==> config.mk <==
export PLATFORM = sky130hd
export DESIGN_NAME = sram_bus_bridge
export DESIGN_NICKNAME = d
export VERILOG_FILES = /design/src/rtl/sram_bridge_pkg.sv /design/src/rtl/sram_bridge_rsp_fifo.sv /design/src/rtl/sram_bus_bridge.sv
export SDC_FILE = /design/constraint.sdc
export NUM_CORES = 1
export LEC_CHECK = 0
export BUFFER_PORTS_ARGS = -buffer_cell sky130_fd_sc_hd__buf_2
export CAP_MARGIN = 20
export CORE_AREA = 2 2 116 118
export DETAILED_ROUTE_END_ITERATION = 10
export DIE_AREA = 0 0 118 120
export PLACE_DENSITY = 0.81
export SLEW_MARGIN = 10
export SYNTH_ARGS = -nofsm -noshare
export SYNTH_HDL_FRONTEND = slang
export SYNTH_SLANG_ARGS = --single-unit
==> constraint.sdc <==
create_clock -name clk -period 7.62 [get_ports clk]
set_clock_uncertainty 0.15 [all_clocks]
set_input_delay 0.762 -clock clk [delete_from_list [all_inputs] [get_ports clk]]
set_output_delay 0.762 -clock clk [all_outputs]
set_load 0.01 [all_outputs]
==> src/rtl/sram_bridge_pkg.sv <==
// Shared defaults, macro tie-off constants and the byte-enable to active-low bit-mask helper
// for the SRAM bus bridge.
package sram_bridge_pkg;

    localparam int          ADDR_W_DFLT    = 13;
    localparam int          SRAM_AW_DFLT   = 10;
    localparam int          RSP_DEPTH_DFLT = 2;
    localparam logic [2:0]  WTSEL_DFLT     = 3'b001;
    localparam logic [1:0]  RTSEL_DFLT     = 2'b01;

    // Active-low 64-bit write mask: the selected 32-bit lane follows be, the other lane is masked off.
    function automatic logic [63:0] be_to_bweb(input logic [3:0] be, input logic lane);
        logic [31:0] m;
        m = '1;
        for (int i = 0; i < 4; i++) begin
            m[8*i +: 8] = {8{~be[i]}};
        end
        return lane ? {m, 32'hFFFF_FFFF} : {32'hFFFF_FFFF, m};
    endfunction

endpackage

==> src/rtl/sram_bridge_rsp_fifo.sv <==
// Purpose: 2-entry first-word-fall-through FIFO of 32-bit read responses with occupancy count.
// Latency: 0 cycles when empty (push bypasses straight to the output), else head of queue.
// Backpressure: holds data while out_rdy=0; upstream credits guarantee no push when full.
module sram_bridge_rsp_fifo (
    input  logic        clk,
    input  logic        rst_n,
    input  logic        push_vld,
    input  logic [31:0] push_dat,
    output logic        out_vld,
    input  logic        out_rdy,
    output logic [31:0] out_dat,
    output logic [1:0]  count
);

    logic [31:0] mem [2];
    logic        wr_ptr;
    logic        rd_ptr;
    logic        empty;
    logic        pop;
    logic        bypass;
    logic        wr_en;
    logic        rd_en;

    assign empty   = (count == 2'd0);
    assign out_vld = rst_n & (~empty | push_vld);
    assign out_dat = ~out_vld ? 32'd0 : (empty ? push_dat : mem[rd_ptr]);
    assign pop     = out_vld & out_rdy;
    // A push consumed in the same cycle it arrives into an empty FIFO never touches storage.
    assign bypass  = empty & push_vld & pop;
    assign wr_en   = push_vld & ~bypass;
    assign rd_en   = pop & ~empty;

    always_ff @(posedge clk) begin
        if (wr_en) begin
            mem[wr_ptr] <= push_dat;
        end
    end

    always_ff @(posedge clk) begin
        if (!rst_n) begin
            count  <= 2'd0;
            wr_ptr <= 1'b0;
            rd_ptr <= 1'b0;
        end else begin
            if (wr_en) begin
                wr_ptr <= ~wr_ptr;
            end
            if (rd_en) begin
                rd_ptr <= ~rd_ptr;
            end
            count <= count + {1'b0, push_vld} - {1'b0, pop};
        end
    end

    a_no_overflow: assert property (@(posedge clk) disable iff (!rst_n) !(push_vld && count == 2'd2));

endmodule

==> src/rtl/sram_bus_bridge.sv <==
// Purpose: 32-bit valid/ready bus onto a 1024x64 single-port SRAM (8 KiB); SRAM_BRIDGE_PERF_EN adds perf counters.
// Latency: read data presented the cycle after acceptance; writes complete at the accepting edge, no response.
// Backpressure: reads credit-limited by FIFO occupancy plus in-flight read; writes always accepted.
module sram_bus_bridge
    import sram_bridge_pkg::*;
#(
    parameter int         ADDR_W    = ADDR_W_DFLT,
    parameter int         SRAM_AW   = SRAM_AW_DFLT,
    parameter int         RSP_DEPTH = RSP_DEPTH_DFLT,
    parameter logic [2:0] WTSEL_VAL = WTSEL_DFLT,
    parameter logic [1:0] RTSEL_VAL = RTSEL_DFLT
) (
    input  logic               clk,
    input  logic               rst_n,
    input  logic               req_valid,
    output logic               req_ready,
    input  logic               req_we,
    input  logic [ADDR_W-1:0]  req_addr,
    input  logic [31:0]        req_wdata,
    input  logic [3:0]         req_be,
    output logic               rsp_valid,
    input  logic               rsp_ready,
    output logic [31:0]        rsp_rdata,
    output logic               sram_ceb,
    output logic               sram_web,
    output logic [SRAM_AW-1:0] sram_a,
    output logic [63:0]        sram_d,
    output logic [63:0]        sram_bweb,
    output logic [2:0]         sram_wtsel,
    output logic [1:0]         sram_rtsel,
    input  logic [63:0]        sram_q
`ifdef SRAM_BRIDGE_PERF_EN
    ,
    output logic [31:0]        perf_rd_cnt,
    output logic [31:0]        perf_wr_cnt
`endif
);

    localparam logic [2:0] CREDITS = 3'(RSP_DEPTH);

    logic        fire;
    logic        rd_fire;
    logic        wr_fire;
    logic        lane;
    logic        credit_ok;
    logic        rd_inflight;
    logic        rd_lane;
    logic        push_vld;
    logic [31:0] push_dat;
    logic [1:0]  fifo_cnt;
    logic        unused_addr_lsb;

    assign unused_addr_lsb = ^req_addr[1:0];

    assign credit_ok = ({1'b0, fifo_cnt} + {2'b00, rd_inflight}) < CREDITS;
    assign req_ready = rst_n & (req_we | credit_ok);
    assign fire      = req_valid & req_ready;
    assign rd_fire   = fire & ~req_we;
    assign wr_fire   = fire & req_we;
    assign lane      = req_addr[2];

    // Macro controls are idle (deselected, zero address/data, fully masked) unless a request fires.
    assign sram_ceb   = ~fire;
    assign sram_web   = ~wr_fire;
    assign sram_a     = fire ? req_addr[ADDR_W-1:3] : '0;
    assign sram_d     = fire ? {req_wdata, req_wdata} : 64'd0;
    assign sram_bweb  = wr_fire ? be_to_bweb(req_be, lane) : '1;
    assign sram_wtsel = WTSEL_VAL;
    assign sram_rtsel = RTSEL_VAL;

    always_ff @(posedge clk) begin
        if (!rst_n) begin
            rd_inflight <= 1'b0;
            rd_lane     <= 1'b0;
        end else begin
            rd_inflight <= rd_fire;
            if (rd_fire) begin
                rd_lane <= lane;
            end
        end
    end

    // Q is valid the cycle after the read; a read caught by reset is dropped here.
    assign push_vld = rd_inflight & rst_n;
    assign push_dat = rd_lane ? sram_q[63:32] : sram_q[31:0];

    sram_bridge_rsp_fifo u_rsp_fifo (
        .clk      (clk),
        .rst_n    (rst_n),
        .push_vld (push_vld),
        .push_dat (push_dat),
        .out_vld  (rsp_valid),
        .out_rdy  (rsp_ready),
        .out_dat  (rsp_rdata),
        .count    (fifo_cnt)
    );

`ifdef SRAM_BRIDGE_PERF_EN
    always_ff @(posedge clk) begin
        if (!rst_n) begin
            perf_rd_cnt <= 32'd0;
            perf_wr_cnt <= 32'd0;
        end else begin
            if (rd_fire) begin
                perf_rd_cnt <= perf_rd_cnt + 32'd1;
            end
            if (wr_fire) begin
                perf_wr_cnt <= perf_wr_cnt + 32'd1;
            end
        end
    end
`endif

endmodule

; ---- Word level (Yosys, flattened, before mapping)
; Memories as Yosys holds them, arrays and structs flattened. A register that Yosys moved wholly into a read port is not among the register bits.
; Index checks and enable logic that the tools add are counted.
[word_totals]
inputBits = 118
elab_cells = 46
latchBits = 0
ram_bits = 64
output_inout_bits = 179
memories = 1
rom_bits = 0
register_bits = 6
[classes]
n_reduce_logical = 1
bitwise_logic = 24
n_eq_ne = 0
multipliers = 0
n_addsub = 3
n_div = 0
magnitude_cmp = 1
muxes = 11
shifts = 0
[memory_table]
columns = name, words, word_bits, rd, rd_clocked_by_memory_dff, wr, line
row1 = u_rsp_fifo.mem, 2, 32, 1, 1, 1, sram_bridge_rsp_fifo.sv:15  ; logic [31:0] mem [2];
[ops]
columns = cell, n
row1 = 2-to-1 mux 64 bit, 3
row2 = 2-to-1 mux 32 bit, 3
row3 = AND 1 bit, 11
row4 = NOT 1 bit, 11
row5 = 2-to-1 mux 10 bit, 1
row6 = 2-to-1 mux 1 bit, 4
row7 = adder 2 x 1 -> 3 bit, 1
row8 = "less-than comparator 3 x 2 -> 1 bit, second input constant", 1
row9 = adder 2 x 1 -> 2 bit, 1
row10 = zero test 2 bit, 1
row11 = bitwise OR 1 bit, 2
row12 = subtractor 2 x 1 -> 2 bit, 1

; ---- Logic depth before layout (Yosys ltp)
; Gate-level depths: netlist of run 1.
[logic_depth]
depth_word = 10
mapped_depth = 8
ltp_nobuf = 8

; ---- Cells and area by module
; From an unflattened synthesis of run 1, not the netlist that was laid out.
[unflattened]
cells_unflattened = 409
hier_area_um2 = 4749.6
[modules_own_cells]
columns = mod, area_per_inst_um2, seq_area_each_um2, instances, cells_per_inst
row1 = sram_bridge_rsp_fifo, 3161.8, 2021.9, 1, 208
row2 = sram_bus_bridge, 1587.8, 40.0, 1, 201

; ---- Worst setup path before layout of run 1
; No wires, ideal clock.
[synth_timing]
path_kind = input -> register
from = input rst_n
to = memory u_rsp_fifo.mem[0][0], enable pin
path_slack_ps = 4542
path_buffers = 0
setup_time_ps = 425
path_stages = 3
arrival_time_ps = 2503
required_time_ps = 7045
path_cell_list = nand2_1 > a21oi_1 > nor2b_1
[synth_between]
elab_chain_cells = 9
word_cells_on_any_way = 10
cone_classes = 2 x mux / 8 x bitwise
[synth_lines]
columns = item, line
row1 = from (decl), sram_bus_bridge.sv:14  ; input logic rst_n,
row2 = AND 1 bit, sram_bus_bridge.sv:84  ; assign push_vld = rd_inflight & rst_n;
row3 = bitwise OR 1 bit, sram_bridge_rsp_fifo.sv:25  ; assign out_vld = rst_n & (~empty | push_vld);
row4 = AND 1 bit, sram_bridge_rsp_fifo.sv:25
row5 = AND 1 bit, sram_bridge_rsp_fifo.sv:27  ; assign pop = out_vld & out_rdy;
row6 = AND 1 bit, sram_bridge_rsp_fifo.sv:29  ; assign bypass = empty & push_vld & pop;
row7 = NOT 1 bit, sram_bridge_rsp_fifo.sv:30  ; assign wr_en = push_vld & ~bypass;
row8 = AND 1 bit *, sram_bridge_rsp_fifo.sv:30
row9 = 2-to-1 mux 1 bit *, sram_bridge_rsp_fifo.sv:34  ; if (wr_en) begin
row10 = 2-to-1 mux 1 bit (implied by the code) *, sram_bridge_rsp_fifo.sv:35  ; mem[wr_ptr] <= push_dat;
row11 = to (decl), sram_bridge_rsp_fifo.sv:15
; Every way passes the cells marked *; elsewhere a longest branch is shown, timed or not.

; ---- Worst setup path after layout of run 1
[layout_timing]
from = register u_rsp_fifo.count[0]
to = output rsp_rdata[17]
[layout_between]
elab_chain_cells = 5
word_cells_on_any_way = 6
cone_classes = 2 x mux / 3 x bitwise / 1 x reduce/logical
[layout_lines]
columns = item, line
row1 = from (decl), sram_bridge_rsp_fifo.sv:12  ; output logic [1:0] count
row2 = from (signal assigned), sram_bridge_rsp_fifo.sv:51  ; count <= count + {1'b0, push_vld} - {1'b0, pop};
row3 = zero test 2 bit *, sram_bridge_rsp_fifo.sv:24  ; assign empty = (count == 2'd0);
row4 = NOT 1 bit, sram_bridge_rsp_fifo.sv:25
row5 = bitwise OR 1 bit, sram_bridge_rsp_fifo.sv:25
row6 = AND 1 bit, sram_bridge_rsp_fifo.sv:25
row7 = 2-to-1 mux 32 bit *, sram_bridge_rsp_fifo.sv:26  ; assign out_dat = ~out_vld ? 32'd0 : (empty ? push_dat : mem[rd_ptr]);
row8 = to (decl), sram_bus_bridge.sv:23  ; output logic [31:0] rsp_rdata,
; Marks and branches as above.

==> results.toml, run 1 <==
[setup_path]
critPathRequiredTime_ns = 6.71
arrival_ns = 2.30
reg2reg_to = "u_rsp_fifo.count[1]$_SDFF_PN0_"
critPathMaxFanout = 65
start_kind = "flip-flop"
rr_startpoint = "u_rsp_fifo.count[0]$_SDFF_PN0_"
path_class = "flip-flop to output port"
rrSetupSlack_ns = 4.99
critPathCaptureType = "output port"
worstRegToRegCells = 9

[clocking]
numCtsBuffers = 9
clock_sinks = 71
cts_tree = "yes"
path_clk_slew_ns = 0.06
cts.htree.levels = 3
cts_hold_buf = 0
cts_root_buf = "clkbuf_16"
cts_buffer_depth = 2
post_cts_buffers = 0
clock_latency_ns = 0.32
cts_resized = 0

[finish]
fin_nets = 712
drive_gt1_share_pct = 63.2
area_growth_syn_to_layout_pct = 23.3
fill_cells = 1246
seq_area_um2 = 2060
final_area_um2 = 5810
multi_input_comb_area_um2 = 1750
instances_no_fill = 775

[yosys]
synthTopCellsByCount = "buf_4, edfxtp_1, and2_1"
yosysTopAreaCellShare_pct = 40.8
ys_types = 31
yosys.area.top_type = "edfxtp_1"
synth-seq-cells = 71
postSynthAreaPerCell_um2 = 11.6
synth.most_common_cell = "buf_4"
synth_edf_count = 64
ys_async_sr_fraction_pct = 0
yosysWarnings = 0
synth-main-ff-cell = "edfxtp_1"
yosysSeqAreaShare_pct = 43.8
synthTopCellsByArea = "edfxtp_1, buf_4, a211oi_2"
synth_area_um2 = 4710
syn_inst = 405

[timing]
finalMaxSlewViolations = 0
rsz0062_at_grt = "false"
slew_headroom_pct = 31.2
fin_crit_ns = 3.21
min_period_over_period_pct = 42.2
setup_violations = 0
finalSetupTns_ns = 0
tightest_slew_ns = 1.03
max_freq_mhz = 311
final-hold-violation-count = 0

[global_route]
grt_pass1_wl_mm = 17.9
grt_use_total_pct = 16.5
grt_pass1_vias = 3316
antenna_found_initial = 1
grt_overflow = 0
grt_max_degree = 66

[detailed_routing]
detail-route-antenna-nets = 0
drt_iter0_markers = 122
dr.pass1.iters = 4
wl_per_cell_um = 15.7
drc = 0
finalWirelength_mm = 12.2
avgViaCountPerCell = 4.48
num_vias = 3470

[floorplan]
start_util_pct = 36.3
pin_count = 297
num_rows = 42
die_area_um2 = 14200
die_w_um = 118
coreArea_um2 = 13000
fp.dieH_um = 120

[placement]
port_buffers = 289
hpwl_mm = 9.40
dp_cells = 758
gp_congestion = 0.843
dpl-instance-area_um2 = 5510

[power_and_ir_drop]
p_total_mw = 1.05
power.density_nw_per_um2 = 180
power.leakage_nw = 2.53
peakVddDrop_mv = 0.0995

[min_path]
min_to = "u_rsp_fifo.wr_ptr$_SDFFE_PN0P_"
holdPathStages = 2
holdCritPathClass = "flip-flop to flip-flop"
hp-start = "u_rsp_fifo.wr_ptr$_SDFFE_PN0P_"

[flow_run]
cap_violations = 0

[outcome]
status = "finished, final reports clean"
==> critical path: stages, from the launching register on <==
cell and delay, ns:
dfxtp_1 0.43, or2_4 0.75, o21ai_4 0.05, buf_4 0.32, a211oi_2 0.24, buf_2 0.17
==> layout by cell type, fill, tap and decap left out, types with 4 or more instances in the layout <==
cell type,instances
and2_1,45
nor2_1,35
clkbuf_16,9
nand2_1,13
inv_1,4
mux2_2,32
conb_1,5
dfxtp_1,5
mux2i_1,35
a211oi_2,32
buf_2,289
edfxtp_1,64
==> power by group <==
group	total [mW]	switching, mW	internal [mW]	leakage (nW)
Sequential	0.445	0.0124	0.433	0.635
Clock	0.413	0.158	0.255	0.143
Combinational	0.187	0.103	0.0846	1.75
==> cell families (layout without fill, tap and decap cells) <==
| group | after synthesis | after routing | synth area share [%] |
|---|---|---|---|
| flip-flops | 71 | 71 | 43.8 |
| multiplexers | 67 | 67 | 15.1 |
| adder cells (fa/ha/maj) | 1 | 1 | 0.265 |
| other | 2 | 6 | 0.159 |
| buffers and inverters | 121 | 311 | 19.5 |
| AO/OA/AOI/OAI | 41 | 41 | 10.1 |
| XOR/XNOR | 1 | 1 | 0.186 |
| AND/OR/NAND/NOR | 101 | 101 | 11.0 |
==> through the flow <==
step / utilization [%] / hold WS (ns) / setup WS (ns)
after detailed placement: 42.4 / 0.354 / 4.49
after global routing: 44.8 / 0.400 / 4.20
after floorplan: - / 0.301 / 4.54
after CTS: 44.7 / 0.362 / 4.35
final: 44.8 / 0.361 / 4.41
after global placement: 42.4 / 0.343 / 4.50
==> routing by layer <==
| layer | wire (um) | GRT usage [%] | vias up |
|---|---|---|---|
| li1 | - | - | 1693 |
| met3 | 734 | 3.47 | 9 |
| met2 | 6170 | 29.2 | 154 |
| met1 | 5120 | 20.0 | 1614 |
| met4 | 162 | 5.65 | 0 |
| met5 | 0 | 0 | - |
==> registers in the layout, summed over array words and instances, names as in the netlist, named ones only <==
signal / count
u_rsp_fifo.mem: 64
u_rsp_fifo.count: 2
rd_inflight: 1
rd_lane: 1
u_rsp_fifo.rd_ptr: 1
u_rsp_fifo.wr_ptr: 1
==> worst max-delay path by stage <==
| stage | cells after the start | from | to | slack [ns] |
|---|---|---|---|---|
| 2_1_floorplan | 3 | rst_n | u_rsp_fifo.mem[0][0]$_DFFE_PP_ | 4.54 |
| 3_3_place_gp | 5 | rst_n | sram_d[9] | 4.50 |
| 3_5_place_dp | 5 | rst_n | sram_d[9] | 4.49 |
| 4_1_cts | 5 | u_rsp_fifo.count[0]$_SDFF_PN0_ | rsp_rdata[31] | 4.35 |
| 5_1_grt | 5 | u_rsp_fifo.count[0]$_SDFF_PN0_ | rsp_rdata[31] | 4.20 |
| 6_report | 5 | u_rsp_fifo.count[0]$_SDFF_PN0_ | rsp_rdata[17] | 4.41 |
==> area by class of cell <==
class | count | area share, %
Antenna cell | 1 | 0.0431
Clock buffer | 10 | 3.94
Clock inverter | 6 | 1.18
Inverter | 5 | 0.323
Multi-Input combinational cell | 216 | 30.2
Sequential cell | 71 | 35.5
Tap cell | 176 | 3.79
Timing Repair Buffer | 290 | 25.0
Note: power is estimated with default switching activity, not from simulation.
==> inputs of run 2 (changes only) <==
--- a/config.mk
+++ b/config.mk
@@ -5,12 +5,13 @@
 export SDC_FILE = /design/constraint.sdc
 export NUM_CORES = 1
 export LEC_CHECK = 0
+export ABC_AREA = 1
 export BUFFER_PORTS_ARGS = -buffer_cell sky130_fd_sc_hd__buf_2
 export CAP_MARGIN = 20
-export CORE_AREA = 2 2 116 118
+export CORE_ASPECT_RATIO = 0.8
+export CORE_UTILIZATION = 39
 export DETAILED_ROUTE_END_ITERATION = 10
-export DIE_AREA = 0 0 118 120
-export PLACE_DENSITY = 0.81
+export PLACE_DENSITY = 0.89
 export SLEW_MARGIN = 10
 export SYNTH_ARGS = -nofsm -noshare
 export SYNTH_HDL_FRONTEND = slang
==> constraint.sdc (replaced) <==
create_clock -name clk -period 2.75 [get_ports clk]
set_clock_uncertainty 0.15 [all_clocks]
set_input_delay 0.275 -clock clk [delete_from_list [all_inputs] [get_ports clk]]
set_output_delay 0.275 -clock clk [all_outputs]
set_load 0.01 [all_outputs]
==> results.toml, run 2 <==
[outcome]
status = "finished, final reports clean"

[setup_path]
path_class = "flip-flop to output port"
rr_startpoint = "u_rsp_fifo.count[0]$_SDFF_PN0_"
critPathRequiredTime_ns = 2.33
cp-startpoint = "u_rsp_fifo.count[0]$_SDFF_PN0_"
critPathMaxFanout = 43
start_kind = "flip-flop"
arrival_ns = 1.98
critPathCaptureType = "output port"

[timing]
finalMaxSlewViolations = 0
final-hold-violation-count = 0
tightest_slew_ns = 0.745
slew_headroom_pct = 50.1
whs_ns = 0.0912
min_period_over_period_pct = 87.3
rsz0062_at_grt = "false"
setup_violations = 0
fin_crit_ns = 2.40
finalSetupTns_ns = 0
max_freq_mhz = 417

[yosys]
synthMuxAreaShare_pct = 1.51
synthTopCellsByArea = "edfxtp_1, buf_4, nand2_1"
yosysSeqAreaShare_pct = 44.4
post_synth_and_or_nand_nor_area_fraction_pct = 21.7
ys_types = 27
yosysTopAreaCellShare_pct = 41.4
postSynthAreaPerCell_um2 = 8.40
syn_inst = 553
synth_compound_area_share_pct = 7.65
synthAdderAreaFrac_pct = 0.269
synth_area_um2 = 4640
synth_edf_count = 64
synth-seq-cells = 71
yosysWarnings = 0
synthTopCellsByCount = "nand2_1, buf_4, edfxtp_1"
yosys.area.top_type = "edfxtp_1"
synthXorXnorAreaFrac_pct = 0.189
synth-main-ff-cell = "edfxtp_1"
ys_async_sr_fraction_pct = 0
synth_top_family_by_area = "buffers and inverters"
synth.most_common_cell = "nand2_1"

[detailed_routing]
drc = 0
wl_per_cell_um = 13.2
detail-route-antenna-nets = 0
num_vias = 4065
avgViaCountPerCell = 4.53
drt_iter0_markers = 304
finalWirelength_mm = 11.8
dr.pass1.iters = 4

[clocking]
post_cts_buffers = 0
path_clk_slew_ns = 0.05
cts_root_buf = "clkbuf_16"
cts_resized = 0
cts_hold_buf = 0
numCtsBuffers = 9
clock_latency_ns = 0.31
cts_buffer_depth = 2
cts.htree.levels = 3
cts_tree = "yes"
clock_sinks = 71

[floorplan]
pin_count = 297
num_rows = 35
start_util_pct = 40.2
die_area_um2 = 12300
fp.dieH_um = 99.6
coreArea_um2 = 11600
die_w_um = 124

[global_route]
grt_max_degree = 66
grt_pass1_wl_mm = 16.7
grt_overflow = 0
grt_pass1_vias = 3349
grt_use_total_pct = 17.8
antenna_found_initial = 0

[finish]
final_common_cell = "buf_2"
top_register = "u_rsp_fifo.mem"
fin_nets = 863
largest_register_ffs = 64
drive_gt1_share_pct = 43.1
largestRegisters = "u_rsp_fifo.mem x64, u_rsp_fifo.count x2"
area_growth_syn_to_layout_pct = 25.1
mostFrequentLayoutCells = "buf_2, nand2_1, edfxtp_1, inv_1, nor2_1"
diodes = 0

[placement]
hpwl_mm = 8.56
port_buffers = 289
gp_congestion = 0.695

[power_and_ir_drop]
peakVddDrop_mv = 0.302
power.leakage_nw = 3.29
power.density_nw_per_um2 = 533

[flow_run]
cap_violations = 0

[min_path]
holdCritPathClass = "primary input to flip-flop"
hp-start = "rst_n"
==> run 2: cells by family after synthesis <==
| logic type | count (synthesis) |
|---|---|
| buffers and inverters | 176 |
| XOR/XNOR | 1 |
| AND/OR/NAND/NOR | 252 |
| flip-flops | 71 |
| AO/OA/AOI/OAI | 43 |
| adder cells (fa/ha/maj) | 1 |
| multiplexers | 7 |
| other | 2 |
==> run 2: critical path: stages, from the launching register on <==
cell	delay (ns)
dfxtp_1	0.36
a21oi_2	0.16
nor2_1	0.07
nor2_2	0.11
nand2_2	0.42
nor2_1	0.34
buf_2	0.19
==> run 2: power by group <==
part | total [mW] | internal (mW) | switching, mW
clock | 1.31 | 0.888 | 0.419
combinational | 0.577 | 0.220 | 0.357
sequential | 1.21 | 1.20 | 0.00869
total | 3.09 | 2.31 | 0.784
==> run 2: through the flow <==
step	worst slack [ns]	power (mW)	area (um^2)	instances	util [%]
after floorplan	0.173	1.64	4650	556	-
after global placement	0.655	1.80	5470	881	47.3
after detailed placement	0.659	1.81	5470	881	47.3
after CTS	0.352	3.13	5810	897	50.2
after global routing	0.157	3.23	5810	897	50.2
final	0.350	3.09	5810	897	50.2
==> run 2: path summary, 6_finish.rpt <==
path              depth (start not counted)  slack (ns)                              end
setup / recovery                          6        0.35                        sram_d[2]
hold / removal                            3        0.09   u_rsp_fifo.count[0]$_SDFF_PN0_
setup reg to reg                          5        0.96  u_rsp_fifo.mem[1][22]$_DFFE_PP_
hold reg to reg                           2        0.38                        flip-flop
==> run 2: layout make-up <==
cell class / count / area [um^2]
inverters: 55 / 208
repair buffers: 298 / 1530
clock buffers: 11 / 233
well taps: 148 / 185
flip-flops and latches: 71 / 2060
multi-input cells: 309 / 1490
fillers: 1099 / 5750
clock inverters: 5 / 106
==> run 2: routing by layer <==
| layer | GRT usage, % | routed length (um) |
|---|---|---|
| met5 | 0 | 0 |
| met4 | 3.94 | 57 |
| met3 | 3.33 | 754 |
| met2 | 29.7 | 5740 |
| met1 | 24.0 | 5300 |
